--- config.mk ---
export PLATFORM = sky130hd
export DESIGN_NAME = booth_operand_sequencer
export DESIGN_NICKNAME = d
export VERILOG_FILES = /design/src/rtl/booth_operand_sequencer.sv
export SDC_FILE = /design/constraint.sdc
export NUM_CORES = 1
export LEC_CHECK = 0
export ABC_CLOCK_PERIOD_IN_PS = 2050
export BUFFER_PORTS_ARGS = -buffer_cell sky130_fd_sc_hd__buf_2
export CORE_MARGIN = 1
export CORE_UTILIZATION = 40
export DETAILED_ROUTE_END_ITERATION = 8
export SLEW_MARGIN = 15
export SYNTH_ARGS = -nofsm -noshare
export SYNTH_HDL_FRONTEND = slang
export SYNTH_SLANG_ARGS = --single-unit
--- constraint.sdc ---
create_clock -name clk -period 2.05 [get_ports clk]
set_input_delay 0.1025 -clock clk [delete_from_list [all_inputs] [get_ports clk]]
set_output_delay 0.1025 -clock clk [all_outputs]
set_load 0.005 [all_outputs]
--- src/rtl/booth_operand_sequencer.sv ---
// booth_operand_sequencer
// Feeds a multi-cycle Booth multiplier from a small operand FIFO. Operand
// pairs arrive on a valid/ready port and are buffered. One job at a time is
// issued to the multiplier with a single-cycle mul_load pulse. The block
// waits out the multiplier's fixed latency, captures the product, and holds
// it on a valid/ready result port until the consumer takes it.

module booth_operand_sequencer #(
  parameter int WIDTH      = 4,
  parameter int DEPTH      = 4,
  parameter int MUL_CYCLES = 6
) (
  input  logic                     clk,
  input  logic                     reset,
  input  logic                     in_valid,
  output logic                     in_ready,
  input  logic [WIDTH-1:0]         in_m,
  input  logic [WIDTH-1:0]         in_q,
  output logic                     mul_load,
  output logic [WIDTH-1:0]         mul_M,
  output logic [WIDTH-1:0]         mul_Q,
  input  logic [2*WIDTH-1:0]       mul_P,
  output logic                     out_valid,
  input  logic                     out_ready,
  output logic [2*WIDTH-1:0]       out_p,
  output logic                     busy,
  output logic [$clog2(DEPTH):0]   level
);

  localparam int PTR_W = $clog2(DEPTH);
  localparam int LVL_W = PTR_W + 1;
  localparam int CNT_W = (MUL_CYCLES > 1) ? $clog2(MUL_CYCLES) : 1;

  typedef enum logic [1:0] {
    IDLE = 2'd0,
    LOAD = 2'd1,
    WAIT = 2'd2,
    DONE = 2'd3
  } state_t;

  // Operand storage; contents are don't-care until written, so no reset.
  logic [WIDTH-1:0] fifo_m_q [DEPTH];
  logic [WIDTH-1:0] fifo_q_q [DEPTH];

  logic [PTR_W-1:0] wr_ptr_q, wr_ptr_d;
  logic [PTR_W-1:0] rd_ptr_q, rd_ptr_d;
  logic [LVL_W-1:0] level_q, level_d;

  state_t state_q, state_d;
  logic [CNT_W-1:0] cnt_q, cnt_d;
  logic mul_load_q, mul_load_d;
  logic [WIDTH-1:0] mul_m_q, mul_m_d;
  logic [WIDTH-1:0] mul_q_q, mul_q_d;
  logic out_valid_q, out_valid_d;
  logic [2*WIDTH-1:0] out_p_q, out_p_d;

  logic push;
  logic pop;

  // Readiness comes from the registered level only, so a pop never frees
  // space for a push in the same cycle.
  assign in_ready = (level_q != LVL_W'(DEPTH));
  assign push     = in_valid & in_ready;

  assign mul_load  = mul_load_q;
  assign mul_M     = mul_m_q;
  assign mul_Q     = mul_q_q;
  assign out_valid = out_valid_q;
  assign out_p     = out_p_q;
  assign busy      = (state_q != IDLE);
  assign level     = level_q;

  // FIFO pointer and occupancy bookkeeping; pointers wrap naturally.
  always_comb begin
    wr_ptr_d = wr_ptr_q;
    rd_ptr_d = rd_ptr_q;
    level_d  = level_q;
    if (push) begin
      wr_ptr_d = wr_ptr_q + PTR_W'(1);
    end
    if (pop) begin
      rd_ptr_d = rd_ptr_q + PTR_W'(1);
    end
    unique case ({push, pop})
      2'b10:   level_d = level_q + LVL_W'(1);
      2'b01:   level_d = level_q - LVL_W'(1);
      default: level_d = level_q;
    endcase
  end

  // Job sequencing: pop a pair, pulse load, count out the latency, then
  // hold the result until the consumer accepts it.
  always_comb begin
    state_d     = state_q;
    cnt_d       = cnt_q;
    mul_load_d  = 1'b0;
    mul_m_d     = mul_m_q;
    mul_q_d     = mul_q_q;
    out_valid_d = out_valid_q;
    out_p_d     = out_p_q;
    pop         = 1'b0;
    unique case (state_q)
      IDLE: begin
        if (level_q != '0) begin
          pop        = 1'b1;
          mul_m_d    = fifo_m_q[rd_ptr_q];
          mul_q_d    = fifo_q_q[rd_ptr_q];
          mul_load_d = 1'b1;
          state_d    = LOAD;
        end
      end
      LOAD: begin
        cnt_d   = CNT_W'(MUL_CYCLES - 1);
        state_d = WAIT;
      end
      WAIT: begin
        if (cnt_q == '0) begin
          out_p_d     = mul_P;
          out_valid_d = 1'b1;
          state_d     = DONE;
        end else begin
          cnt_d = cnt_q - CNT_W'(1);
        end
      end
      DONE: begin
        if (out_valid_q && out_ready) begin
          out_valid_d = 1'b0;
          state_d     = IDLE;
        end
      end
      default: begin
        state_d = IDLE;
      end
    endcase
  end

  // Capture incoming operand pairs at the write pointer.
  always_ff @(posedge clk) begin
    if (push) begin
      fifo_m_q[wr_ptr_q] <= in_m;
      fifo_q_q[wr_ptr_q] <= in_q;
    end
  end

  // FIFO control registers; reset drops any buffered pairs.
  always_ff @(posedge clk or negedge reset) begin
    if (!reset) begin
      wr_ptr_q <= '0;
      rd_ptr_q <= '0;
      level_q  <= '0;
    end else begin
      wr_ptr_q <= wr_ptr_d;
      rd_ptr_q <= rd_ptr_d;
      level_q  <= level_d;
    end
  end

  // Sequencer state and multiplier/result registers; reset abandons a job.
  always_ff @(posedge clk or negedge reset) begin
    if (!reset) begin
      state_q     <= IDLE;
      cnt_q       <= '0;
      mul_load_q  <= 1'b0;
      mul_m_q     <= '0;
      mul_q_q     <= '0;
      out_valid_q <= 1'b0;
      out_p_q     <= '0;
    end else begin
      state_q     <= state_d;
      cnt_q       <= cnt_d;
      mul_load_q  <= mul_load_d;
      mul_m_q     <= mul_m_d;
      mul_q_q     <= mul_q_d;
      out_valid_q <= out_valid_d;
      out_p_q     <= out_p_d;
    end
  end

endmodule

* Word-level counts from Yosys, hierarchy flattened *
Memories as Yosys holds them, arrays and structs flattened. A register that Yosys moved wholly into a read port is not among the register bits.
Index checks and enable logic that the tools add are counted.

word-level totals
  register bits after elaboration = 22
  RAM bits = 32
  input bits = 20
  output and inout bits = 23
  logic and storage cells = 55
  memories kept = 2

memories
  memory    words  bits a word  rd ports  clocked after memory_dff  write ports  line  text
  fifo_m_q  4      4            1         1                         1            42    logic [WIDTH-1:0] fifo_m_q [DEPTH];
  fifo_q_q  4      4            1         1                         1            43    logic [WIDTH-1:0] fifo_q_q [DEPTH];

operators by class
  $add $sub $neg = 5
  equality and inequality tests = 10
  mux-type cells = 14
  bitwise operators = 1
  reductions and logical operators = 15

operator list
  kind                                                                    number
  3-bit one-hot mux with 2 select lines                                   2
  2-bit != test (second input constant)                                   4
  2-bit one-hot mux with 4 select lines                                   1
  2-bit nonzero test                                                      4
  2-bit equality test (second input constant)                             3
  1-bit two-way mux                                                       6
  2-bit two-way mux                                                       3
  2-bit AND reduction                                                     3
  3-bit AND reduction                                                     2
  3-bit by 1-bit subtractor with 3-bit output (second input constant)     2
  2-bit by 1-bit adder with 2-bit output (second input constant)          2
  2-bit by 1-bit equality test with 1-bit output (second input constant)  2
  3-bit by 1-bit adder with 3-bit output (second input constant)          1
  3-bit zero test                                                         1
  3-bit two-way mux                                                       1
  3-bit != test (second input constant)                                   1
  3-bit nonzero test                                                      1
  1-bit zero test                                                         2
  2-bit zero test                                                         1
  1-bit one-hot mux with 2 select lines                                   1
  1-bit bitwise AND                                                       1
  1-bit logical AND                                                       1

* Logic depth before layout (Yosys ltp) *
Gate-level depths: netlist (run 1).

  depth after elaboration = 5
  mapped depth = 10

* Least setup slack after synthesis (run 1) *
OpenSTA, ideal clock, no wires.

  path kind = register -> register
  start point = register level_q[1] (netlist: level[1])
  end point = register level_q[2] (netlist: level[2])
  arrival = 2.055 ns
  required time = 1.971 ns
  slack = -0.084 ns
  stages on the path, launching flop included = 10
  buffers on the path = 0
  clock period less this slack = 2.134 ns
  cell sequence = dfrtp_1 -> or3b_4 -> and2_4 -> inv_1 -> ha_1 -> inv_1 -> fa_1 -> xor2_1 -> nor2_1 -> xor2_1

RTL lines
  what                                                                                   line  text
  start: declaration                                                                     47    logic [LVL_W-1:0] level_q, level_d;
  start signal: assignment                                                               154   level_q <= level_d;
  3-bit != test (*)                                                                      62    assign in_ready = (level_q != LVL_W'(DEPTH));
  named net in_ready                                                                     16    output logic in_ready,
  1-bit bitwise AND (*)                                                                  63    assign push = in_valid & in_ready;
  2-bit by 1-bit equality test with 1-bit output or 2-bit equality test (tied branches)  84    unique case ({push, pop})
  3-bit one-hot mux with 2 select lines or 2-bit nonzero test (tied branches)            n/a

Mark *: on every way through the listed nets, which the timed path passes. The rest lies on a longest branch.
A chain may end at the register's enable or synchronous reset.

* Worst setup path in the final report (run 1) *
  start point = register level_q[1] (netlist: level[1])
  end point = register level_q[2] (netlist: level[2])

between the ends
  longest elaborated chain between the ends = 5

ends and longest elaborated chain
  what                                                                                   line  text
  3-bit nonzero test                                                                     104   if (level_q != '0) begin
  1-bit two-way mux                                                                      104
  1-bit two-way mux                                                                      102   unique case (state_q)
  2-bit by 1-bit equality test with 1-bit output or 2-bit equality test (tied branches)  84
  3-bit one-hot mux with 2 select lines or 2-bit nonzero test (tied branches)            n/a

Several ways; a longest one is shown, not always the timed one.

==> run_results.csv, run 1 <==
group,metric,value,unit
finish,layout_commonest_cell,"buf_2",
synthesis,synth.area.top_cells,"edfxtp_1, dfrtp_1, mux4_2",
floorplanning,core,0.00631,mm^2
drt,drt_iter0_drc,75,
sta,post-route-min-period,2.00,ns
sta,finalCritPeriodShare,97.8,%
drt,via_per_inst,4.69,
place,routabilityCongestion,0.735,
finish,drive_above_1_share,39.5,%
synthesis,yosys_warnings,0,
power_and_ir_drop,power.density,1450,mW/mm^2
finish,area_growth_syn_to_layout,29.3,%
synthesis,synth_fa_ha_area_share,6.50,%
finish,stdcell_count,330,
critical_path,crit_start,"level[1]$_DFFE_PN0P_",
synthesis,synth_top_family_by_area,"multiplexers",
drt,drc_errors,0,
power_and_ir_drop,finalPower,0.00491,W
worst_hold_path,hold_path_class,"input port to register",
synthesis,syn_nets,203,
job,drv_cap,0,
place,dp_hpwl,3070,um
critical_path,path_buf_inv,2,
critical_path,cp_slowest_cell,"dfrtp_2",
clock_tree,clkSinkCount,62,
drt,postRouteAntennaNets,0,
drt,first_pass_iters,4,
floorplanning,ios,43,
synthesis,synth-seq-area-share,65.4,%
critical_path,worstPathRequired,2.29,ns
floorplanning,row_count,29,
sta,worst_pin_slew,0.696,ns
synthesis,synth_compound_gate_area_share,2.87,%
power_and_ir_drop,vdd_drop_max,0.658,mV
finish,num_antenna_cells,0,
sta,finalClockSkew,0.00912,ns
global_routing,grt_pass1_wl,7630,um
finish,final_cell_mix,"buf_2, edfxtp_1, nand2_1, dfrtp_1, dlygate4sd3_1",
critical_path,critPathKind,"register to register",
finish,final_util,53.6,%
clock_tree,clk_latency,0.33,ns
sta,hold_viol,0,
sta,rsz0062_at_grt,"yes",
synthesis,ys_types,30,
floorplanning,die_area,0.00687,mm^2
floorplanning,start_util,41.4,%
clock_tree,cts_tree,"done",
floorplanning,die_x,82.9,um
synthesis,syn_area,0.00262,mm^2
critical_path,crit_chain,"or3b_4, and2_4, inv_4, ha_4, inv_2, fa_2, xor2_1, nor2_1, xor2_1",
sta,final-setup-viol-count,0,
drt,wl,4500,um
synthesis,synth_simple_gate_area_share,8.13,%
synthesis,yosysTopAreaCell,"edfxtp_1",
finish,multi_input_area,863,um^2
global_routing,grt_max_degree,31,
finish,fill_cells,553,
drt,via_count,1549,
floorplanning,die_h,82.9,um
place,port_buffers,42,
synthesis,postSynthCellCount,170,
sta,max_freq,499,MHz
sta,drv_slew,0,
finish,nNetsFinal,281,
synthesis,synth_seq_cells,62,
critical_path,arrival,2.25,ns
global_routing,grt_pass1_vias,1636,
clock_tree,htree_levels,3,
critical_path,slowest_delay,0.40,ns
drt,detail_route.wl_per_cell,13.6,um
clock_tree,path_clk_slew,0.06,ns
synthesis,synth_mux_area_share,12.5,%
critical_path,startpoint_type,"register",
clock_tree,clk_path_buf_depth,2,
synthesis,syn_avg_cell_area,15.4,um^2
clock_tree,cts_made_buffers,9,
sta,relSlewSlack,53.6,%
critical_path,worst-path-max-fanout,3,
critical_path,r2r-start,"level[1]$_DFFE_PN0P_",
worst_hold_path,hold_start,"in_valid",
place,placed_cells,296,
critical_path,path_delay_family,"simple AND/OR/NAND/NOR gates",
clock_tree,cts_root_buf,"clkbuf_8",
critical_path,crit_path_end_kind,"register",
global_routing,gr-total-overflow,0,
run_status,status,"completed",
synthesis,synth_top_area_share,36.7,%
global_routing,grt_antenna_before_repair,0,
global_routing,grtUsageTotal,14.8,%
finish,seqCellArea,0.00172,mm^2
power_and_ir_drop,total_leakage_power,1.49,nW
critical_path,crit_top_cell,"xor2_1",
synthesis,synthXorXnorAreaFrac,2.34,%
-- worst min-delay path, stage by stage --
cell and delay [ns]:
buf_2 0.12, and2_4 0.18, xnor2_1 0.07
-- synthesized netlist by cell type (all sizes together) --
| cell type | instances |
|---|---|
| o31ai | 1 |
| fa | 1 |
| inv | 12 |
| a21o | 2 |
| nor3 | 3 |
| xor2 | 2 |
| a21oi | 2 |
| mux2i | 3 |
| mux4 | 8 |
| nand3b | 1 |
| clkbuf | 1 |
| buf | 2 |
| or3b | 1 |
| nand2 | 27 |
| dfrtp | 30 |
| nor2 | 3 |
| and3 | 4 |
| nor3b | 1 |
| o21ai | 2 |
| xnor2 | 5 |
| ha | 12 |
| and2 | 1 |
| edfxtp | 32 |
| a22o | 1 |
| mux2 | 10 |
| a222oi | 1 |
| nand2b | 2 |
-- final timing paths --
check | to | slack, ns | depth (start not counted)
min in group asynchronous | mul_M[0]$_DFFE_PN0P_ | 0.35 | 2
max reg2reg | level[2]$_DFFE_PN0P_ | 0.05 | 9
max in group asynchronous | level[2]$_DFFE_PN0P_ | 1.20 | 2
min reg2reg | mul_M[0]$_DFFE_PN0P_ | 0.47 | 2
max | level[2]$_DFFE_PN0P_ | 0.05 | 9
min | wr_ptr_q[0]$_DFFE_PN0P_ | 0.19 | 3
-- state kept, by name, summed over array words and instances (netlist names) --
name       flops
out_p          8
mul_Q          4
level          3
fifo_q_q      16
fifo_m_q      16
wr_ptr_q       2
rd_ptr_q       2
mul_load       1
cnt_q          3
mul_M          4
out_valid      1
state_q        2
-- report_power, final --
group	internal [W]	total (W)	switching (W)
logic	0.000993	0.00186	0.000868
registers	0.00176	0.00200	0.000238
clock network	0.000631	0.00105	0.000418
total	0.00339	0.00491	0.00152
-- cells by family after synthesis --
kind of cell / count (synthesis)
flip-flops: 62
multiplexers: 21
AO/OA/AOI/OAI: 9
buffers and inverters: 15
XOR/XNOR: 7
AND/OR/NAND/NOR: 43
adder cells (fa/ha/maj): 13
-- stage by stage --
step,hold slack (ns),TNS (ns),setup WS (ns),area (um^2)
floorplan,-0.193,-0.00133,-0.00133,2640
global placement,0.195,0,0.0545,3000
detailed placement,0.190,0,0.0192,3000
CTS,0.171,0,0.000486,3370
global route,0.214,-0.0683,-0.0683,3380
finish,0.190,0,0.0453,3380
-- layer usage --
layer	GRT usage [%]	share of wire, %	vias up
met1	17.6	45	754
met3	4.27	4.1	6
met2	24.2	50	32
li1	-	-	757
met4	8.31	1.4	0
met5	0	0	-
-- area by class of cell --
type,count,share of cell area (%)
clock inverters,1,0.888
multi-input cells,93,25.5
flip-flops and latches,62,50.7
inverters,12,1.41
clock buffers,15,4.92
repair buffers,70,13.7
well taps,77,2.85
-- repair_timing --
item | CTS | global route
gates resized for setup | 0 | 2
pin swaps | 2 | 5
hold buffers | 17 | 0
hold endpoints to repair | 70 | 0
endpoints found under the setup margin | 1 | 1
setup buffers | 0 | 1
Note: power is estimated with default switching activity, not from simulation.
==> run 2: changes to the inputs <==
Settings changed: CORE_ASPECT_RATIO from default to 0.75, REMOVE_ABC_BUFFERS from default to 1.
==> run_results.csv, run 2 (synthesized netlist as in run 1, its figures left out) <==
group,metric,value,unit
run_status,status,"completed",
global_routing,grtUsageTotal,14.6,%
job,drv_cap,0,
place,dp_hpwl,3050,um
critical_path,worstPathRequired,2.29,ns
floorplanning,die_area,0.00687,mm^2
drt,met2_length,2190,um
global_routing,grt_max_degree,31,
sta,max_freq,507,MHz
drt,drt_iter0_drc,43,
sta,post-route-min-period,1.97,ns
critical_path,cp_slowest_cell,"or3b_4",
power_and_ir_drop,power.density,1490,mW/mm^2
floorplanning,ios,43,
critical_path,arrival,2.21,ns
clock_tree,cts_made_buffers,9,
clock_tree,post_cts_buffers,0,
critical_path,crit_path_end_kind,"register",
sta,rsz0062_at_grt,"yes",
floorplanning,die_x,95.4,um
sta,drv_slew,0,
critical_path,worst-path-max-fanout,2,
drt,via_per_inst,4.57,
drt,via_count,1532,
critical_path,path_buf_inv,2,
sta,finalCritPeriodShare,96.3,%
drt,drc_errors,0,
drt,detail_route.wl_per_cell,13.6,um
sta,worst_pin_slew,0.691,ns
global_routing,grt_pass1_wl,7130,um
drt,postRouteAntennaNets,0,
global_routing,grt_pass1_vias,1502,
finish,final_cell_mix,"buf_2, edfxtp_1, dfrtp_1",
finish,area_growth_syn_to_layout,30.7,%
floorplanning,start_util,41.4,%
clock_tree,clkSinkCount,62,
finish,fill_cells,540,
place,routabilityCongestion,0.726,
finish,num_antenna_cells,0,
clock_tree,cts_root_buf,"clkbuf_8",
critical_path,crit_chain,"or3b_4, and2_4, inv_2, ha_4, inv_2, fa_2, xor2_1, nor2_1, xor2_1",
global_routing,grt_antenna_before_repair,0,
global_routing,gr-total-overflow,0,
drt,dr_wl_met3,220,um
place,port_buffers,42,
critical_path,startpoint_type,"register",
power_and_ir_drop,vdd_drop_max,0.557,mV
sta,relSlewSlack,53.9,%
sta,finalClockSkew,0.00894,ns
floorplanning,core,0.00632,mm^2
clock_tree,cts_tree,"done",
worst_hold_path,hold_path_class,"input port to register",
drt,first_pass_iters,4,
floorplanning,row_count,25,
clock_tree,path_clk_slew,0.07,ns
floorplanning,die_h,72.0,um
critical_path,path_delay_family,"simple AND/OR/NAND/NOR gates",
power_and_ir_drop,finalPower,0.00508,W
clock_tree,htree_levels,3,
critical_path,critPathKind,"register to register",
clock_tree,clk_latency,0.34,ns
clock_tree,clk_path_buf_depth,2,
finish,final_util,54.1,%
finish,drive_above_1_share,40.2,%
power_and_ir_drop,total_leakage_power,1.51,nW
drt,routed.top_layer,"met4",
critical_path,slowest_delay,0.39,ns
finish,nNetsFinal,282,
drt,wl,4560,um
finish,layout_commonest_cell,"buf_2",
sta,tns,0,ns
sta,hold_viol,0,
drt,m1WireLength,2080,um
sta,final-setup-viol-count,0,
run 2: cell count changes in the layout (fill, tap and decap cells not counted):
cell        before  now
inv_6            0    3
clkbuf_1         4    0
dfrtp_1         27   30
inv_4            1    0
clkbuf_8        11    9
dfrtp_2          3    0
bufinv_16        1    2
clkinvlp_4       0    1
inv_2            2    3
buf_4           11   12
clkinv_4         0    1
run 2: layout make-up:
cell class / count / area [um^2] / share of cell area, %
Inverter: 12 / 45.0 / 1.32
Multi-Input combinational cell: 93 / 863 / 25.3
Tap cell: 81 / 101 / 2.96
Clock buffer: 9 / 124 / 3.62
Clock inverter: 7 / 103 / 3.00
Timing Repair Buffer: 71 / 470 / 13.8
Sequential cell: 62 / 1710 / 50.1
run 2: per-stage QoR:
| step | instance area [um^2] | instances | setup slack [ns] | hold slack (ns) |
|---|---|---|---|---|
| after floorplan | 2600 | 167 | -0.0838 | -0.193 |
| after global placement | 3000 | 302 | 0.0401 | 0.192 |
| after detailed placement | 3000 | 302 | 0.0133 | 0.189 |
| after CTS | 3410 | 335 | 0.0144 | 0.192 |
| after global routing | 3420 | 335 | -0.0604 | 0.205 |
| final | 3420 | 335 | 0.0761 | 0.207 |
run 2: routing by layer:
metal  vias up  track usage, %
met5         -               0
met4         0            5.47
met3         7            6.39
met2        37            22.8
met1       726            18.0
li1        762               -
run 2: where the power goes:
group | internal [W] | total (W) | switching [W]
Combinational | 0.00101 | 0.00190 | 0.000886
Sequential | 0.00176 | 0.00198 | 0.000219
Clock | 0.000698 | 0.00121 | 0.000514
Total | 0.00347 | 0.00508 | 0.00162
run 2: tightest hold or removal path, stage by stage:
cell and delay (ns):
buf_2 0.09, nand2_1 0.08, a22o_1 0.13, a21o_1 0.11
run 2: path summary, 6_finish.rpt:
path | start | to | slack [ns] | cells past startpoint
hold reg to reg | mul_M[2]$_DFFE_PN0P_ | mul_M[2]$_DFFE_PN0P_ | 0.47 | 2
max in group asynchronous | reset | state_q[1]$_DFFE_PN0P_ | 1.27 | 2
hold / removal | out_ready | out_valid$_DFFE_PN0P_ | 0.21 | 4
setup reg to reg | level[0]$_DFFE_PN0P_ | level[2]$_DFFE_PN0P_ | 0.08 | 9
setup / recovery | level[0]$_DFFE_PN0P_ | level[2]$_DFFE_PN0P_ | 0.08 | 9
min in group asynchronous | reset | mul_Q[0]$_DFFE_PN0P_ | 0.33 | 2
run 2: what timing repair did:
| item | 4_1_cts | 5_1_grt |
|---|---|---|
| hold endpoints to repair | 70 | 0 |
| pin swaps | 1 | 6 |
| hold buffers | 17 | 0 |
| setup endpoints to repair | 1 | 1 |
| gates resized for setup | 2 | 4 |
